**src/rtl/mod_counter.sv**
```systemverilog
// Loadable up/down counter with programmable modulus, wrap-or-saturate behaviour and a
// clock-enable prescaler. Wrap and TerminalCount allow direct cascading of instances.
module mod_counter #(
  parameter int unsigned WIDTH     = 4,
  parameter int unsigned MAX_COUNT = (1 << WIDTH) - 1,
  parameter bit          SATURATE  = 1'b0,
  parameter int unsigned PRESCALE  = 1
) (
  input  logic             Clk,
  input  logic             Reset,
  input  logic [WIDTH-1:0] DataIn,
  input  logic             Load,
  input  logic             Enable,
  input  logic             Up,
  output logic [WIDTH-1:0] DataOut,
  output logic             TerminalCount,
  output logic             Wrap
);

  localparam int unsigned PcntW = (PRESCALE > 1) ? $clog2(PRESCALE) : 1;
  localparam logic [WIDTH-1:0] MaxVal  = WIDTH'(MAX_COUNT);
  localparam logic [PcntW-1:0] PcntTop = PcntW'(PRESCALE - 1);

  logic [WIDTH-1:0] cnt_q, cnt_d;
  logic [PcntW-1:0] pcnt_q, pcnt_d;
  logic             wrap_q, wrap_d;
  logic             tick;
  logic             at_bound;

  assign tick     = Enable && (pcnt_q == PcntTop);
  assign at_bound = Up ? (cnt_q == MaxVal) : (cnt_q == '0);

  always_comb begin
    cnt_d  = cnt_q;
    pcnt_d = pcnt_q;
    wrap_d = 1'b0;
    if (Load) begin
      cnt_d  = (DataIn > MaxVal) ? MaxVal : DataIn;
      pcnt_d = '0;
    end else if (tick) begin
      pcnt_d = '0;
      wrap_d = at_bound;
      if (at_bound) begin
        // Saturating instances hold; wrapping ones jump to the opposite boundary.
        if (!SATURATE) begin
          cnt_d = Up ? '0 : MaxVal;
        end
      end else begin
        cnt_d = Up ? cnt_q + 1'b1 : cnt_q - 1'b1;
      end
    end else if (Enable) begin
      pcnt_d = pcnt_q + 1'b1;
    end
  end

  always_ff @(posedge Clk) begin
    if (Reset) begin
      cnt_q  <= '0;
      pcnt_q <= '0;
      wrap_q <= 1'b0;
    end else begin
      cnt_q  <= cnt_d;
      pcnt_q <= pcnt_d;
      wrap_q <= wrap_d;
    end
  end

  assign DataOut       = cnt_q;
  assign Wrap          = wrap_q;
  assign TerminalCount = at_bound;

endmodule

```
**config.mk**
```make
export PLATFORM = sky130hd
export DESIGN_NAME = mod_counter
export DESIGN_NICKNAME = d
export VERILOG_FILES = /design/src/rtl/mod_counter.sv
export SDC_FILE = /design/constraint.sdc
export NUM_CORES = 1
export LEC_CHECK = 0
export CAP_MARGIN = 20
export CORE_AREA = 2 2 39 41
export CTS_CLUSTER_DIAMETER = 120
export DETAILED_ROUTE_END_ITERATION = 8
export DIE_AREA = 0 0 41 43
export GPL_TIMING_DRIVEN = 0
export PLACE_DENSITY_LB_ADDON = 0.05
export SYNTH_ARGS = -nofsm -noshare
export SYNTH_HDL_FRONTEND = slang
export SYNTH_SLANG_ARGS = --single-unit
```
**constraint.sdc**
```tcl
create_clock -name Clk -period 3.76 [get_ports Clk]
set_input_delay 0.752 -clock Clk [delete_from_list [all_inputs] [get_ports Clk]]
set_output_delay 0.752 -clock Clk [all_outputs]
set_load 0.01 [all_outputs]
```
After elaboration in Yosys (flattened, before gate mapping)
Cells that the tools add are included.

storage, ports and cells
  input port bits = 9
  register bits after elaboration = 6

operators by class
  add/subtract/negate cells = 3
  equality and inequality tests = 1
  reductions and logical operators = 5
  $lt $le $gt $ge = 1
  bitwise logic cells = 2
  muxes and demuxes = 7

operators by type and width
  operator                                                            count
  4-bit 2-to-1 mux                                                    6
  3-bit OR reduction                                                  2
  4-bit by 1-bit adder with 4-bit output, second input constant       1
  4-bit == test, second input constant                                1
  4-bit > comparator, second input constant                           1
  4-bit zero test                                                     1
  4-bit by 1-bit subtractor with 4-bit output, second input constant  1
  1-bit inverter                                                      2
  2-bit nonzero test                                                  1
  1-bit adder, second input constant                                  1
  1-bit logical AND                                                   1
  1-bit 2-to-1 mux                                                    1

Longest topological paths before layout
  depth after elaboration = 5
  gate-level depth with buffers = 6

Worst setup path after synthesis
OpenSTA, ideal clock, no wires.

  path type = input to output
  start = input Up
  end = output TerminalCount
  stages on the path = 3
  slack = 1.919 ns
  buffers on the path = 0
  data arrival time = 1.089 ns
  cells stage by stage = nor2_1 -> nand2_1 -> nand2_1

on the way
  cells in the longest elaborated chain, start to end = 1

RTL lines
  what              RTL line  RTL
  start, declared   14        input logic Up,
  1-bit 2-to-1 mux  31        assign at_bound = Up ? (cnt_q == MaxVal) : (cnt_q == '0);
  end, declared     16        output logic TerminalCount,

No other way between the ends.

Worst setup path after layout
Same ends and word-level chain as after synthesis.

==> results.tsv <==
stage	metric	value	unit
sta	highest achievable clock rate	341	MHz
die	Die Span Y	43	microns
logic_synthesis	post-synth net total	60	
place	quantity of I/O buffers inserted on ports	14	
sta	Tightest Pin Transition	332	ps
place	cell count after placement	78	
logic_synthesis	Primary FF master, synth	sky130_fd_sc_hd__dfxtp_1	
pwr	maximum VDD drop	0.000262	V
sta	unrepaired setup endpoints after global routing	no	
worst_setup_path	top fanout value on the critical path	4	
outcome	status	complete, no violations	
cts	buffers inserted by post-CTS timing repair	0	
global_route	antenna violations before repair	0	
logic_synthesis	Synth top cells by count	sky130_fd_sc_hd__a21oi_1 (7), sky130_fd_sc_hd__dfxtp_1 (6), sky130_fd_sc_hd__nand2_1 (5)	
logic_synthesis	YS warnings	0	
detailed_routing	DR WL/cell	11.2	microns
die	area of the die	0.00176	sq mm
layout	final core utilization	45.3	%
global_route	pin count of the biggest net entering global routing	11	
sta	post-route worst hold slack	470	ps
sta	Final Hold Violating Endpoints	0	
layout	fraction of layout instances using a drive strength above 1	12.3	%
cts	root buffer cell	sky130_fd_sc_hd__clkbuf_4	
sta	share of the clock period used by the worst path after layout	78.0	%
detailed_routing	vias after detailed routing	402	
worst_setup_path	Worst path max stage delay	530	ps
worst_setup_path	Worst EP arrival	2180	ps
hold_path	Hold WC Path Type	flop to flop	
logic_synthesis	Cell Area, Synth	444	sq um
detailed_routing	initial detailed-routing violation count	0	
logic_synthesis	most frequent cell after synthesis	sky130_fd_sc_hd__a21oi_1	
die	total I/O pin count	15	
sta	setup TNS	0	ps
logic_synthesis	sequential element share of the synthesized area	27.0	%
logic_synthesis	Yosys top cell area share	27.0	%
logic_synthesis	top cells by area in the synthesized netlist	sky130_fd_sc_hd__dfxtp_1 (27%), sky130_fd_sc_hd__a21oi_1 (7.9%), sky130_fd_sc_hd__a2111oi_4 (6.2%)	
sta	final period demand of the worst path	2930	ps
layout	Area Overhead vs Synth	41.1	%
pwr	Power Density	316	mW/mm^2
global_route	wire length of the first global-routing pass	1640	microns
logic_synthesis	library cell with the largest summed area after synthesis	sky130_fd_sc_hd__dfxtp_1	
global_route	Tot GR Track Use	13.6	%
detailed_routing	total length of routed wires	910	microns
sta	Max transition margin	77.9	%
cts	insertion delay of the later-clocked pin in the worst-skew pair	240	ps
worst_setup_path	category of the worst setup path launch point	input pin	
sta	Max Clock Skew	1.37	ps
cts	sinks on the clock net	6	
layout	Final Instance Count excl. Fillers	81	
cts	Clock transition at path regs	40	ps
die	width of the chip	41	microns
cts	clock tree from TritonCTS	built	
worst_setup_path	Worst Setup End Kind	output pin	
worst_setup_path	cells along the critical path	clkdlybuf4s50_1, nor2_1, nand2_1, nand2_1, clkdlybuf4s50_1	
layout	diode insertion count for antenna repair	0	
detailed_routing	via density per instance	4.96	
pwr	Design Power	0.198	mW
global_route	Remaining Overflow, GRT	0	
die	Initial Utilization	32.1	%
cts	maximum root-to-sink buffer count	2	
die	number of standard-cell rows in the floorplan	14	
worst_setup_path	Slowest cell on crit path	sky130_fd_sc_hd__clkdlybuf4s50_1	
sta	max-slew violation count	0	
logic_synthesis	Post-synth ARST share	0	%
cts	clock buffer count from CTS	3	
logic_synthesis	average instance area after synthesis	9.25	sq um
logic_synthesis	count of unique library cells instantiated by Yosys	23	
layout	Filler Cell Count	134	
worst_setup_path	crit path kind	input pin to output pin	
cts	number of gates given a new drive strength after cts	0	
detailed_routing	drc violations	0	
job	max cap viols	0	
logic_synthesis	Post-Syn Instances	48	
cts	H-tree levels	1	
worst_setup_path	r2r worst-path depth	5	
cts	number of buffers inserted by hold repair at cts	0	
detailed_routing	number of iterations in the first detailed-routing pass	1	
pwr	Leakage	0.253	nW
logic_synthesis	number of register bits inferred by synthesis	6	
place	final RePlAce weighted congestion	0.689	
global_route	via count of the first global-routing pass	391	
layout	multi-input gate area in the final layout	284	sq um
logic_synthesis	Post-synth EDFFs	0	
hold_path	Hold Path Depth	1	
detailed_routing	ANT nets after route	0	
layout	Final Net Count	79	
worst_setup_path	data required time of the critical path	3010	ps
die	area inside the core boundary	0.00138	sq mm
sta	number of setup violations in the final report	0	
place	HPWL reported at the end of detailed placement	713	microns
layout	Register Area	120	sq um
==> worst max-delay path: cells and delay by family <==
family / cells / cell delay [ps]
buffers and inverters: 2 / 1050
and+or+nand+nor: 3 / 380
==> path summary, 6_finish.rpt <==
path | start | endpoint | slack (ps)
setup / recovery | Up | TerminalCount | 830
hold / removal | pcnt_q | pcnt_q | 470
setup reg to reg | DataOut[1] | DataOut[3] | 2350
hold reg to reg | pcnt_q | pcnt_q | 470
==> where the power goes <==
part / internal, mW / switching, mW
clock: 0.0360 / 0.0225
combinational: 0.0356 / 0.0279
sequential: 0.0686 / 0.00768
==> registers in the layout, summed over array words and instances (netlist names) <==
signal / flops
DataOut: 4
Wrap: 1
pcnt_q: 1
==> cell usage in the layout (no fill, tap or decap), drive strengths merged <==
cell	count
nor3	1
fa	1
nand3b	1
a211oi	3
nor4b	1
mux2i	1
and3	1
ha	2
clkbuf	4
nand3	1
o2bb2ai	1
xor2	2
a21oi	7
dfxtp	6
a2111oi	1
nand2b	1
xnor2	2
o21ai	2
nor2	2
inv	4
clkdlybuf4s50	14
nand2	5
buf	1
a21o	1
==> layer usage <==
layer	global-route usage, %	vias to the layer above	share of wire, %
li1	-	206	-
met1	19.2	181	46
met2	19.1	13	47
met3	4.71	2	5.8
met4	4.00	0	0.88
met5	0	-	0
==> cell type report <==
cell class | instances | area share [%]
buffer | 2 | 3.99
clock buffer | 3 | 3.59
inverter | 4 | 2.40
multi-input combinational | 36 | 45.3
sequential | 6 | 19.2
tap | 16 | 3.19
timing repair buffer | 14 | 22.4
==> through the flow <==
stage               area, sq um  worst slack [ps]
global route                627               734
global placement            604               798
finish                      627               826
floorplan                   444              1920
CTS                         627               800
detailed placement          604               799
==> cell families (layout without fill, tap and decap cells) <==
logic type / Yosys count / in the layout / share of synthesized area [%]
adders and majority gates: 3 / 3 / 10.1
DFF: 6 / 6 / 27.0
AOI/OAI and AO/OA: 15 / 15 / 25.1
and+or+nand+nor: 13 / 13 / 18.6
buffers and inverters: 6 / 23 / 9.01
xor gates and xnor gates: 4 / 4 / 7.89
muxes: 1 / 1 / 2.25
(Power assumes the default switching activity.)
==> variant 1: new RTL, same flow settings <==
Change the parameter `WIDTH` from 4 to 6.
--- a/src/rtl/mod_counter.sv
+++ b/src/rtl/mod_counter.sv
@@ -1,7 +1,7 @@
 // Loadable up/down counter with programmable modulus, wrap-or-saturate behaviour and a
 // clock-enable prescaler. Wrap and TerminalCount allow direct cascading of instances.
 module mod_counter #(
-  parameter int unsigned WIDTH     = 4,
+  parameter int unsigned WIDTH     = 6,
   parameter int unsigned MAX_COUNT = (1 << WIDTH) - 1,
   parameter bit          SATURATE  = 1'b0,
   parameter int unsigned PRESCALE  = 1
Interface: changed (resized DataIn and DataOut); port bits go from 15 to 19. No check against the original RTL was run, so the function may have changed too.
==> variant 1 against the unedited design <==
Count of clock-buffer cells in the layout stayed put. Clock power is 12% higher. Final area is 32% higher. Routed wire length is 43% higher. First-iteration DRC count is 12 higher. Setup slack worse by 0.20 ns. Area after synthesis is 39% higher. Sequential cell count is 2 higher. Via count is 45% higher. Power is 32% higher. Critical path depth stayed put. Clock skew is 0.00075 ns lower. Largest power group unchanged.
==> variant 1: results (changes against the unedited design) <==
- Outcome: complete, no violations
- Pre-CTS setup slack: 0.6217 ns (-0.1768 ns)
- Post-placement cell count: 104 (+33%)
- Seq/Total Area, Yosys: 26.02% (-1.0 points)
- First-pass GRT wire length: 2.235 mm (+37%)
- Final RePlAce weighted congestion: 0.7537 (+9.4%)
- PortBufs: 17 (+3)
- # fillers: 132 (-1.5%)
- Worst r2r src: DataOut[0]
- Synth cell types: 28 (+22%)
- Synth Area in XOR/XNOR: 7.114% (-0.77 points)
- Crit Path Max Fanout: 8 (+4)
- Final hold slack: 0.4875 ns (+0.01759 ns)
- Worst Skew: 0.0006155 ns (-0.0007527 ns)
- R2r worst-path depth: 6 (+1)
- Largest stage delay, worst path: 0.55 ns (+0.02 ns)
- Total vias in the final route: 584 (+45%)
- Footprint of the multi-input gates: 440.4 um2 (+55%)
- GR Util met1: 25.32% (+6.1 points)
- Wire length on met2: 607 um (+42%)
- Iter 0 DRT Violations: 12 (+12)
- Post-DP HPWL: 1.036 mm (+45%)
- CP arrival: 2.38 ns (+0.20 ns)
- Commonest cells in the netlist: 11 x a21oi_1, 10 x nor2_1, 8 x dfxtp_1
- Number of global-route vias before repair: 551 (+41%)
- Mux cell area share after synthesis: 1.626% (-0.63 points)
- Syn Inst Count: 71 (+48%)
- Met1 WL: 625 um (+49%)
- GRT Resource Usage Total: 19.03% (+5.4 points)
- Rel. slew slack: 68.13% (-9.7 points)
- Peak supply drop: 0.0002267 V (-14%)
- R2R setup slack: 2.08 ns (-0.27 ns)
variant 1: cell types whose count changed in the layout (fill, tap and decap cells not counted), moves of 2 or more:
cell             delta
a211oi_1            -2
a21oi_1             +4
clkbuf_1            +2
nor3_1              +3
a21o_1              +2
nor2_1              +8
ha_1                +2
dfxtp_1             +2
inv_1               -2
clkdlybuf4s50_1     +3
variant 1: cells by family after synthesis:
logic type / Yosys count
mux: 1
xor+xnor: 5
flops: 8
fa+ha+maj: 5
compound gates: 21
buf+inv: 4
simple gates: 27
variant 1: layout make-up:
type	count	area share, %
clock buffer	3	2.719
buffer	2	0.9063
inverter	2	0.9063
sequential	8	19.34
tap	16	2.417
multi-input combinational	59	53.17
timing repair buffer	17	20.54
variant 1: power breakdown:
group	switching (mW)	total [mW]	internal, mW
combinational	0.0417	0.0920	0.0503
clock	0.0290	0.0655	0.0365
sequential	0.0125	0.104	0.0916
total	0.0832	0.262	0.178
==> variant 2: new RTL, same flow settings <==
Without the edit above. Reset style: asynchronous (`Reset`), changed in one clocked block.
--- a/src/rtl/mod_counter.sv
+++ b/src/rtl/mod_counter.sv
@@ -53,7 +53,7 @@
     end
   end
 
-  always_ff @(posedge Clk) begin
+  always_ff @(posedge Clk or posedge Reset) begin
     if (Reset) begin
       cnt_q  <= '0;
       pcnt_q <= '0;
Formal check against the unedited RTL: differs if Reset is asserted again (counterexample within 4 cycles, from zero or initial values and one cycle with Reset high); with Reset held inactive, the same outputs for 10 cycles.
==> variant 2 against the unedited design <==
Area after synthesis decreased by 7.6%. Critical path depth decreased by 1. Sequential share of layout area increased by 6.6 points. Routed wire length increased by 9.2%. Global-route usage decreased by 0.11 points. Power increased by 3.8%. Sequential cell count unchanged. Final cell count decreased by 7.4%. Setup slack got worse by 0.066 ns. Final area decreased by 7.0%. Combinational power increased by 7.9%. Register-to-register slack got worse by 0.31 ns.
==> variant 2: results (changes against the unedited design) <==
- Outcome: complete, no violations
- Min-Delay Startpoint: pcnt_q
- WL/cell: 13.25 um (+18%)
- Static leakage: 0.2422 nW (-4.2%)
- # fillers: 145 (+8.2%)
- R2R setup slack: 2.04 ns (-0.31 ns)
- Worst Slack Setup Final: 0.7600 ns (-0.06563 ns)
- Peak supply drop: 0.0001642 V (-37%)
- Largest stage delay, worst path: 0.61 ns (+0.08 ns)
- Seq/Total Area, Yosys: 36.59% (+9.5 points)
- R2r endpoint: DataOut[3]
- Final RePlAce weighted congestion: 0.6524 (-5.3%)
- Worst r2r src: DataOut[2]
- Avg Inst Size Synth: 9.544 um2 (+3.1%)
- Cell with the most instances after synthesis: dfrtp_1
- Synth Net Count: 55 (-8.3%)
- Iter 0 DRT Violations: 2 (+2)
- Ys async rst share: 100.0% (+100 points)
- Final std cells w/o fill: 75 (-7.4%)
- Total vias in the final route: 381 (-5.2%)
- Number of global-route vias before repair: 346 (-12%)
- Synth cell types: 28 (+22%)
- First-pass DRT Iterations: 2 (+1)
- PortBufs: 13 (-1)
- Post-DP HPWL: 830.7 um (+17%)
- Worst Skew: 0.004787 ns (+0.003418 ns)
- Rel. slew slack: 71.77% (-6.1 points)
- Worst Hold End: pcnt_q
- Proportion of layout cells with a drive suffix above 1: 13.56% (+1.3 points)
- Final hold slack: 0.5471 ns (+0.07718 ns)
- CP arrival: 2.25 ns (+0.07 ns)
- Max reg flops: 4 (unchanged)
- Commonest cells in the netlist: 6 x dfrtp_1, 3 x nand2_1, 3 x nand3_1
- Post-placement cell count: 72 (-7.7%)
- Net Switching: 62.06 uW (+6.9%)
- Nets: 73 (-7.6%)
- GRT Resource Usage Total: 13.50% (-0.11 points)
## variant 2: changes by cell type after synthesis, moves of 2 or more
cell / delta
inv_1: -2
nand3_1: +3
dfrtp_1: +6
nor3b_1: +2
a21oi_1: -5
nand2_1: -2
dfxtp_1: -6
## variant 2: logic make-up (layout without fill, tap and decap cells)
logic type                 count (synthesis)  count (layout)  share of synthesized area [%]
DFF                                        6               6                          36.58
AOI/OAI and AO/OA                         12              12                          22.56
buffers and inverters                      4              20                          3.657
and+or+nand+nor                           16              16                          21.95
xor gates and xnor gates                   2               2                          4.269
adders and majority gates                  3               3                          10.97
## variant 2: area by class of cell
cell class | count | area (um2) | share of cell area (%)
tap | 16 | 20.02 | 3.433
sequential | 6 | 150.1 | 25.75
multi-input combinational | 33 | 245.2 | 42.06
inverter | 3 | 11.26 | 1.931
timing repair buffer | 13 | 130.1 | 22.32
clock buffer | 3 | 22.52 | 3.863
buffer | 1 | 3.754 | 0.6438
## variant 2: routing by layer
metal | up-vias | track usage (%) | routed length, um
li1 | 192 | - | -
met4 | 0 | 6.000 | 0
met2 | 6 | 20.00 | 555
met3 | 0 | 3.141 | 28
met1 | 183 | 18.00 | 411
met5 | - | 0 | 0
## variant 2: power by group through the flow
stage / Clock [mW] / Combinational, mW / Sequential [mW]
floorplan: 0 / 0.0358 / 0.0826
global placement: 0 / 0.0661 / 0.0812
detailed placement: 0 / 0.0686 / 0.0822
CTS: 0.0596 / 0.0689 / 0.0812
global route: 0.0632 / 0.0754 / 0.0820
finish: 0.0562 / 0.0685 / 0.0811
## variant 2: critical path: cells and delay by family
family          cells  cell delay (ns)
buf+inv             2             1.16
simple gates        1             0.22
compound gates      1             0.11
